File: src/rtl/hkspi_responder.sv
// Housekeeping SPI responder (mode 0 target). It oversamples SCK/CSB/SDI on the
// core clock and turns command/address/data streams into byte-wide register accesses.
module hkspi_responder #(
  parameter int SYNC_STAGES = 2,
  parameter int ADDR_W      = 8
) (
  input  logic              clock,
  input  logic              reset,
  input  logic              spi_sck,
  input  logic              spi_csb,
  input  logic              spi_sdi,
  output logic              spi_sdo,
  output logic              spi_sdo_oe,
  output logic [ADDR_W-1:0] reg_addr,
  output logic [7:0]        reg_wdata,
  output logic              reg_we,
  output logic              reg_re,
  input  logic [7:0]        reg_rdata,
  output logic              busy
);

  typedef enum logic [2:0] {IDLE, COMMAND, ADDRESS, DATA, DONE} state_t;

  state_t state, state_next;

  logic [SYNC_STAGES-1:0] sck_sync, csb_sync, sdi_sync, fill;
  logic       sck_s, csb_s, sdi_s;
  logic       sck_prev, csb_prev, armed;
  logic       act_rise, act_fall, csb_fall;
  logic [2:0] bit_cnt, byte_cnt;
  logic [6:0] in_shift;
  logic [7:0] in_byte, out_shift;
  logic       cmd_wr, cmd_rd;
  logic [2:0] cmd_n;
  logic       load_pend, inc_pend, sdo_q;
  logic       byte_end, last_byte, shifting;

  assign sck_s    = sck_sync[SYNC_STAGES-1];
  assign csb_s    = csb_sync[SYNC_STAGES-1];
  assign sdi_s    = sdi_sync[SYNC_STAGES-1];
  assign act_rise = sck_s & ~sck_prev & ~csb_s;
  assign act_fall = ~sck_s & sck_prev & ~csb_s;
  assign csb_fall = csb_prev & ~csb_s;
  assign in_byte  = {in_shift, sdi_s};
  assign byte_end = act_rise && (bit_cnt == 3'd7);
  assign last_byte = (cmd_n != 3'd0) && ((byte_cnt + 3'd1) == cmd_n);
  assign shifting = (state == COMMAND) || (state == ADDRESS) || (state == DATA);

  assign busy       = ~csb_s;
  assign spi_sdo_oe = (state == DATA) && cmd_rd;
  assign spi_sdo    = sdo_q & spi_sdo_oe;

  // armed is only set once CSB has been seen high with the synchronizers
  // refilled, so a frame interrupted by reset is ignored until CSB toggles.
  always_ff @(posedge clock) begin
    if (reset) begin
      sck_sync <= '0;
      csb_sync <= '1;
      sdi_sync <= '0;
      fill     <= '0;
      sck_prev <= 1'b0;
      csb_prev <= 1'b1;
      armed    <= 1'b0;
    end else begin
      sck_sync <= {sck_sync[SYNC_STAGES-2:0], spi_sck};
      csb_sync <= {csb_sync[SYNC_STAGES-2:0], spi_csb};
      sdi_sync <= {sdi_sync[SYNC_STAGES-2:0], spi_sdi};
      fill     <= {fill[SYNC_STAGES-2:0], 1'b1};
      sck_prev <= sck_s;
      csb_prev <= csb_s;
      if (fill[SYNC_STAGES-1] && csb_s) armed <= 1'b1;
    end
  end

  always_ff @(posedge clock) begin
    if (reset) state <= IDLE;
    else       state <= state_next;
  end

  always_comb begin
    state_next = state;
    case (state)
      IDLE:    if (csb_fall && armed) state_next = COMMAND;
      COMMAND: if (byte_end) state_next = (in_byte[7:6] == 2'b00) ? DONE : ADDRESS;
      ADDRESS: if (byte_end) state_next = DATA;
      DATA:    if (byte_end && last_byte) state_next = DONE;
      default: state_next = state;
    endcase
    if (state != IDLE && csb_s) state_next = IDLE;
  end

  always_ff @(posedge clock) begin
    if (reset) begin
      bit_cnt   <= '0;
      byte_cnt  <= '0;
      in_shift  <= '0;
      out_shift <= '0;
      cmd_wr    <= 1'b0;
      cmd_rd    <= 1'b0;
      cmd_n     <= '0;
      reg_addr  <= '0;
      reg_wdata <= '0;
      reg_we    <= 1'b0;
      reg_re    <= 1'b0;
      load_pend <= 1'b0;
      inc_pend  <= 1'b0;
      sdo_q     <= 1'b0;
    end else begin
      reg_we    <= 1'b0;
      reg_re    <= 1'b0;
      inc_pend  <= 1'b0;
      load_pend <= reg_re;

      if (inc_pend) begin
        reg_addr <= reg_addr + ADDR_W'(1);
        reg_re   <= cmd_rd && (state == DATA);
      end

      if (state == IDLE) begin
        bit_cnt <= '0;
        sdo_q   <= 1'b0;
      end

      if (shifting && act_rise) begin
        in_shift <= in_byte[6:0];
        bit_cnt  <= bit_cnt + 3'd1;
      end

      if (state == COMMAND && byte_end) begin
        cmd_wr <= in_byte[7];
        cmd_rd <= in_byte[6];
        cmd_n  <= in_byte[5:3];
      end

      if (state == ADDRESS && byte_end) begin
        reg_addr <= ADDR_W'(in_byte);
        reg_re   <= cmd_rd;
        byte_cnt <= '0;
      end

      if (state == DATA && act_fall) begin
        sdo_q     <= out_shift[7];
        out_shift <= {out_shift[6:0], 1'b0};
      end

      if (state == DATA && byte_end) begin
        if (cmd_wr) begin
          reg_wdata <= in_byte;
          reg_we    <= 1'b1;
        end
        inc_pend <= 1'b1;
        byte_cnt <= byte_cnt + 3'd1;
      end

      if (load_pend) out_shift <= reg_rdata;
    end
  end

endmodule

File: config.mk
export PLATFORM = sky130hd
export DESIGN_NAME = hkspi_responder
export DESIGN_NICKNAME = d
export VERILOG_FILES = /design/src/rtl/hkspi_responder.sv
export SDC_FILE = /design/constraint.sdc
export NUM_CORES = 1
export LEC_CHECK = 0
export CORE_AREA = 2 2 93 117
export CTS_BUF_LIST = sky130_fd_sc_hd__clkbuf_2 sky130_fd_sc_hd__clkbuf_4 sky130_fd_sc_hd__clkbuf_8
export DETAILED_ROUTE_END_ITERATION = 10
export DIE_AREA = 0 0 95 119
export GPL_ROUTABILITY_DRIVEN = 0
export HOLD_SLACK_MARGIN = 0.1
export SLEW_MARGIN = 25
export SYNTH_ARGS = -nofsm -noshare
export SYNTH_HDL_FRONTEND = slang
export SYNTH_SLANG_ARGS = --single-unit
File: constraint.sdc
create_clock -name clock -period 3.3 [get_ports clock]
set_clock_uncertainty 0.15 [all_clocks]
set_input_delay 0.66 -clock clock [delete_from_list [all_inputs] [get_ports clock]]
set_output_delay 0.66 -clock clock [all_outputs]
set_load 0.1 [all_outputs]
[After elaboration in Yosys (flattened, before gate mapping)]
Index checks and enable logic that the tools add are counted.
Storage, ports and cells
  register bits after elaboration: 61
  latch bits: 0
  RAM bits: 0
  bits in read-only memories: 0
  input port bits: 13
  output and inout bits: 21
  word-level logic and storage cells: 94
  memories: 0
Operators by class
  add/sub/neg operators: 3
  $mul: 0
  divide/modulo/power cells: 0
  order comparisons: 0
  equality and inequality tests: 9
  shift operators: 0
  multiplexer cells: 21
  bitwise operators: 10
  reductions and logical operators: 28
Operators by type and width (number)
  $mux W8: 4
  $mux W3: 9
  $logic_and A1 B1 Y1: 12
  $pmux W3 S4: 1
  $reduce_bool A2 Y1: 5
  $add A8 B1 Y8 const B: 1
  $mux W1: 7
  $add A3 B1 Y3 const B: 2
  $and A1 B1 Y1: 6
  $eq A3 B2 Y1 const B: 2
  $ne A2 B2 Y1 const B: 3
  $reduce_bool A3 Y1: 2
  $reduce_and A5 Y1: 1
  $not A1 Y1: 4
  $reduce_bool A4 Y1: 1
  $reduce_or A2 Y1: 2
  $eq A3 B1 Y1 const B: 1
  $eq A3 B3 Y1: 1
  $eq A3 B3 Y1 const B: 1
  $logic_not A3 Y1: 1
  $logic_not A2 Y1: 1
  $logic_or A1 B1 Y1: 2
  $ne A2 B1 Y1 const B: 1
  $reduce_and A2 Y1: 1

[Longest topological paths before layout]
  depth after elaboration: 7
  gate-level depth with buffers: 8
  gate-level depth less buffers: 6

[Worst setup path after synthesis]
OpenSTA, ideal clock, no wires.
  kind: register to output
  start point: register state[1]
  end point: output spi_sdo
  data arrival time: 1.478 ns
  data required time: 2.490 ns
  setup slack: 1.012 ns
  stages on the path, launching flop included: 4
  buffers on the path: 1
  cell sequence: dfxtp_1 > buf_2 > and3b_1 > and3_1
Between the ends
  cells in the longest elaborated chain, start to end: 3
RTL lines
  start: declaration: line 24  | state_t state, state_next;
  start signal: assignment: line 77  | else state <= state_next;
  $eq A3 B2 Y1: line 50  | assign spi_sdo_oe = (state == DATA) && cmd_rd;
  $logic_and A1 B1 Y1: line 50
  $and A1 B1 Y1: line 51  | assign spi_sdo = sdo_q & spi_sdo_oe;
  end: declaration: line 12  | output logic spi_sdo,
Every way passes these cells.

[Worst setup path in the final report]
  start point: register state[0]
  end point: output spi_sdo
Same word-level chain as after synthesis.

==> flow_summary_export.csv <==
group,metric,value,unit
status,outcome,"finished, final reports clean",
final_layout,syn2layout_area_growth,23.3,%
setup_path,crit_path_top_delay_cell,"dfxtp_1",
setup_path,crit_fanout,13,
route,ant_nets,0,
cts,cts-buffers-inserted,9,
placement,dp_hpwl,3.87,mm
floorplan,start_util,0.240,
power,p_total,1.46,mW
route,routed_wl,5.30,mm
setup_path,reg2reg_slack,1150,ps
cts,insertion_delay,330,ps
grt,antenna_found_initial,0,
timing,fmax,398,MHz
yosys,synth_seq_cells,61,
grt,grt_first_pass_wirelength,8.94,mm
cts,cts_buffer_depth,2,
setup_path,required,2490,ps
timing,rsz0062_at_grt,"no",
final_layout,n_antenna_cell,0,
grt,grt_max_degree,21,
yosys,synthFlopType,"dfxtp_1",
hold_path,worstHoldPathCells,1,
final_layout,drive_gt1_frac,0.143,
cts,cts_resized,0,
cts,tritoncts,"yes",
route,via_per_inst,4.40,
timing,max_slew.worst_pin.slew,744,ps
yosys,synth_area_leaders,"dfxtp_1, nand2_1, mux2i_1",
timing,slew_headroom,0.501,
grt,grt_overflow_total,0,
yosys,async_flop_share,0,
setup_path,worst_setup_path_start_kind,"flip-flop",
floorplan,die_width,95,µm
setup_path,arrival,1700,ps
cts,cts_hold_buf,0,
floorplan,die_h,119,µm
yosys,synth_nets,299,
route,first_pass_iters,4,
yosys,yosysWarningCount,0,
setup_path,regToRegStartpoint,"state[0]",
floorplan,core_area,0.0104,mm²
hold_path,hold_path_class,"flip-flop to flip-flop",
yosys,avgSynthCellArea,8.80,µm²
final_layout,multi_input_area,0.00116,mm²
route,drcViolationCount,0,
power,cellLeakagePower,1.24,nW
cts,cts_sinks,61,
timing,tns,0,ps
yosys,netlist_instances,282,
timing,report.final.hold_viol_count,0,
final_layout,n_fill_cell,1066,
setup_path,cp_top_family,"flip-flops",
yosys,synth_top_area_share,0.492,
final_layout,regArea,0.00122,mm²
floorplan,die_area,0.0113,mm²
timing,post-route-period-util,0.761,
final_layout,final_nets,328,
route,num_vias,1966,
grt,track_usage,0.101,
cts,htree_num_levels,3,
yosys,seq_area_frac_synth,0.492,
hold_path,min_to,"csb_sync[1]",
route,wl_per_cell,11.9,µm
cts,clk_pin_slew_worst_paths,70,ps
yosys,synth_area,0.00248,mm²
placement,dp.cells,432,
power,power_density,477,mW/mm²
setup_path,endpoint_kind,"output port",
yosys,synth_common_cells,"dfxtp_1, nand2_1, nor2_1, a21oi_1, mux2i_1",
setup_path,rr_endpoint,"out_shift[5]",
setup_path,crit_start,"state[0]",
timing,maxSlewViolCount,0,
yosys,synthDistinctLibCells,39,
setup_path,critPathKind,"flip-flop to output port",
timing,finalCriticalPeriod,2510,ps
job,maxCapViolCount,0,
yosys,synth_top_cell_by_area,"dfxtp_1",
yosys,synth-edff-count,0,
timing,setup_violations,0,
cts,postCtsSetupBuffers,0,
setup_path,cp_cell_sequence,"and3b_1, and3_1, buf_4",
placement,place_worst_setup_slack,1020,ps
final_layout,final_util,0.296,
setup_path,cpPeakStageDelay,560,ps
setup_path,worst-path-buf-inv,1,
floorplan,rows,42,
timing,finalWorstSetupSlack,789,ps
cts,cts_root_buf,"clkbuf_8",
grt,grt_pass1_vias,1968,
placement,io_buffers,33,
hold_path,min_from,"csb_sync[0]",
yosys,synth_most_common_cell,"dfxtp_1",
floorplan,ioPinCount,34,
power,peakVddDrop,0.000171,V
final_layout,instances_no_fill,447,
route,drt-initial-drc-count,68,
setup_path,worstRegToRegCells,5,
## cell families after synthesis
family / count (synthesis) / share of synthesized area
adder cells (fa/ha/maj): 4 / 0.0202
XOR/XNOR: 10 / 0.0353
multiplexers: 14 / 0.0564
AND/OR/NAND/NOR: 121 / 0.232
AO/OA/AOI/OAI: 51 / 0.124
buffers and inverters: 21 / 0.0398
flip-flops: 61 / 0.492
## power by group
| part | total, mW | leakage (nW) | internal, mW | switching [mW] |
|---|---|---|---|---|
| Sequential | 0.748 | 0.494 | 0.743 | 0.00506 |
| Combinational | 0.0416 | 0.650 | 0.0200 | 0.0216 |
| Clock | 0.669 | 0.0981 | 0.394 | 0.275 |
| Total | 1.46 | 1.24 | 1.16 | 0.301 |
## per-stage QoR
stage,area (µm²),hold slack [ps]
finish,3060,257
global route,3060,278
CTS,3060,255
detailed placement,2860,243
global placement,2860,245
floorplan,2480,239
## sequential cells by signal, indices dropped and copies added, names as in the netlist
name and flops:
inc_pend 1, armed 1, sdi_sync 2, reg_addr 8
reg_wdata 8, out_shift 8, cmd_n 3, csb_sync 2
sck_sync 2, fill 2, csb_prev 1, sdo_q 1
reg_we 1, reg_re 1, cmd_wr 1, sck_prev 1
byte_cnt 3, cmd_rd 1, in_shift 7, bit_cnt 3
load_pend 1, state 3
## layout make-up
class	count	share of cell area
inverters	4	0.00491
multi-input cells	200	0.380
clock buffers	12	0.0519
flip-flops and latches	61	0.399
clock inverters	3	0.0147
well taps	132	0.0540
repair buffers	35	0.0957
## cells in the final DEF, fill, tap and decap left out, drive strengths merged, types with 3 or more instances in the layout
cell type      instances
xor2                   7
nor2b                  8
inv                    4
and3                   6
nand2                 53
and2                   9
nor2                  24
clkbuf                12
buf                   23
clkdlybuf4s50         12
a211oi                 8
ha                     4
a21oi                 22
xnor2                  3
dfxtp                 61
o21ai                 12
mux2i                 14
nand4                  3
nand3                  8
## layer usage
metal  GRT usage  routed length, µm  up-vias
met1       0.117               2330      920
met2       0.167               2670       24
met4      0.0553                136        0
li1            -                  -     1008
met5           0                  0        -
met3      0.0285                161       14
## worst register-to-register path, stage by stage, from the launching register on
cell     delay (ps)
dfxtp_1         560
and3b_1         350
nand3_1         450
mux2i_1         290
o21ai_0          90
and2_1          170
## worst max path at each step
stage                     endpoint  slack (ps)  depth (start not counted)
final                      spi_sdo         790                          3
after global routing       spi_sdo         620                          3
after CTS                  spi_sdo         770                          3
after detailed placement  state[0]        1020                          4
after global placement    state[0]        1090                          4
after floorplan            spi_sdo        1010                          3
Note: power is estimated with default switching activity, not from simulation.
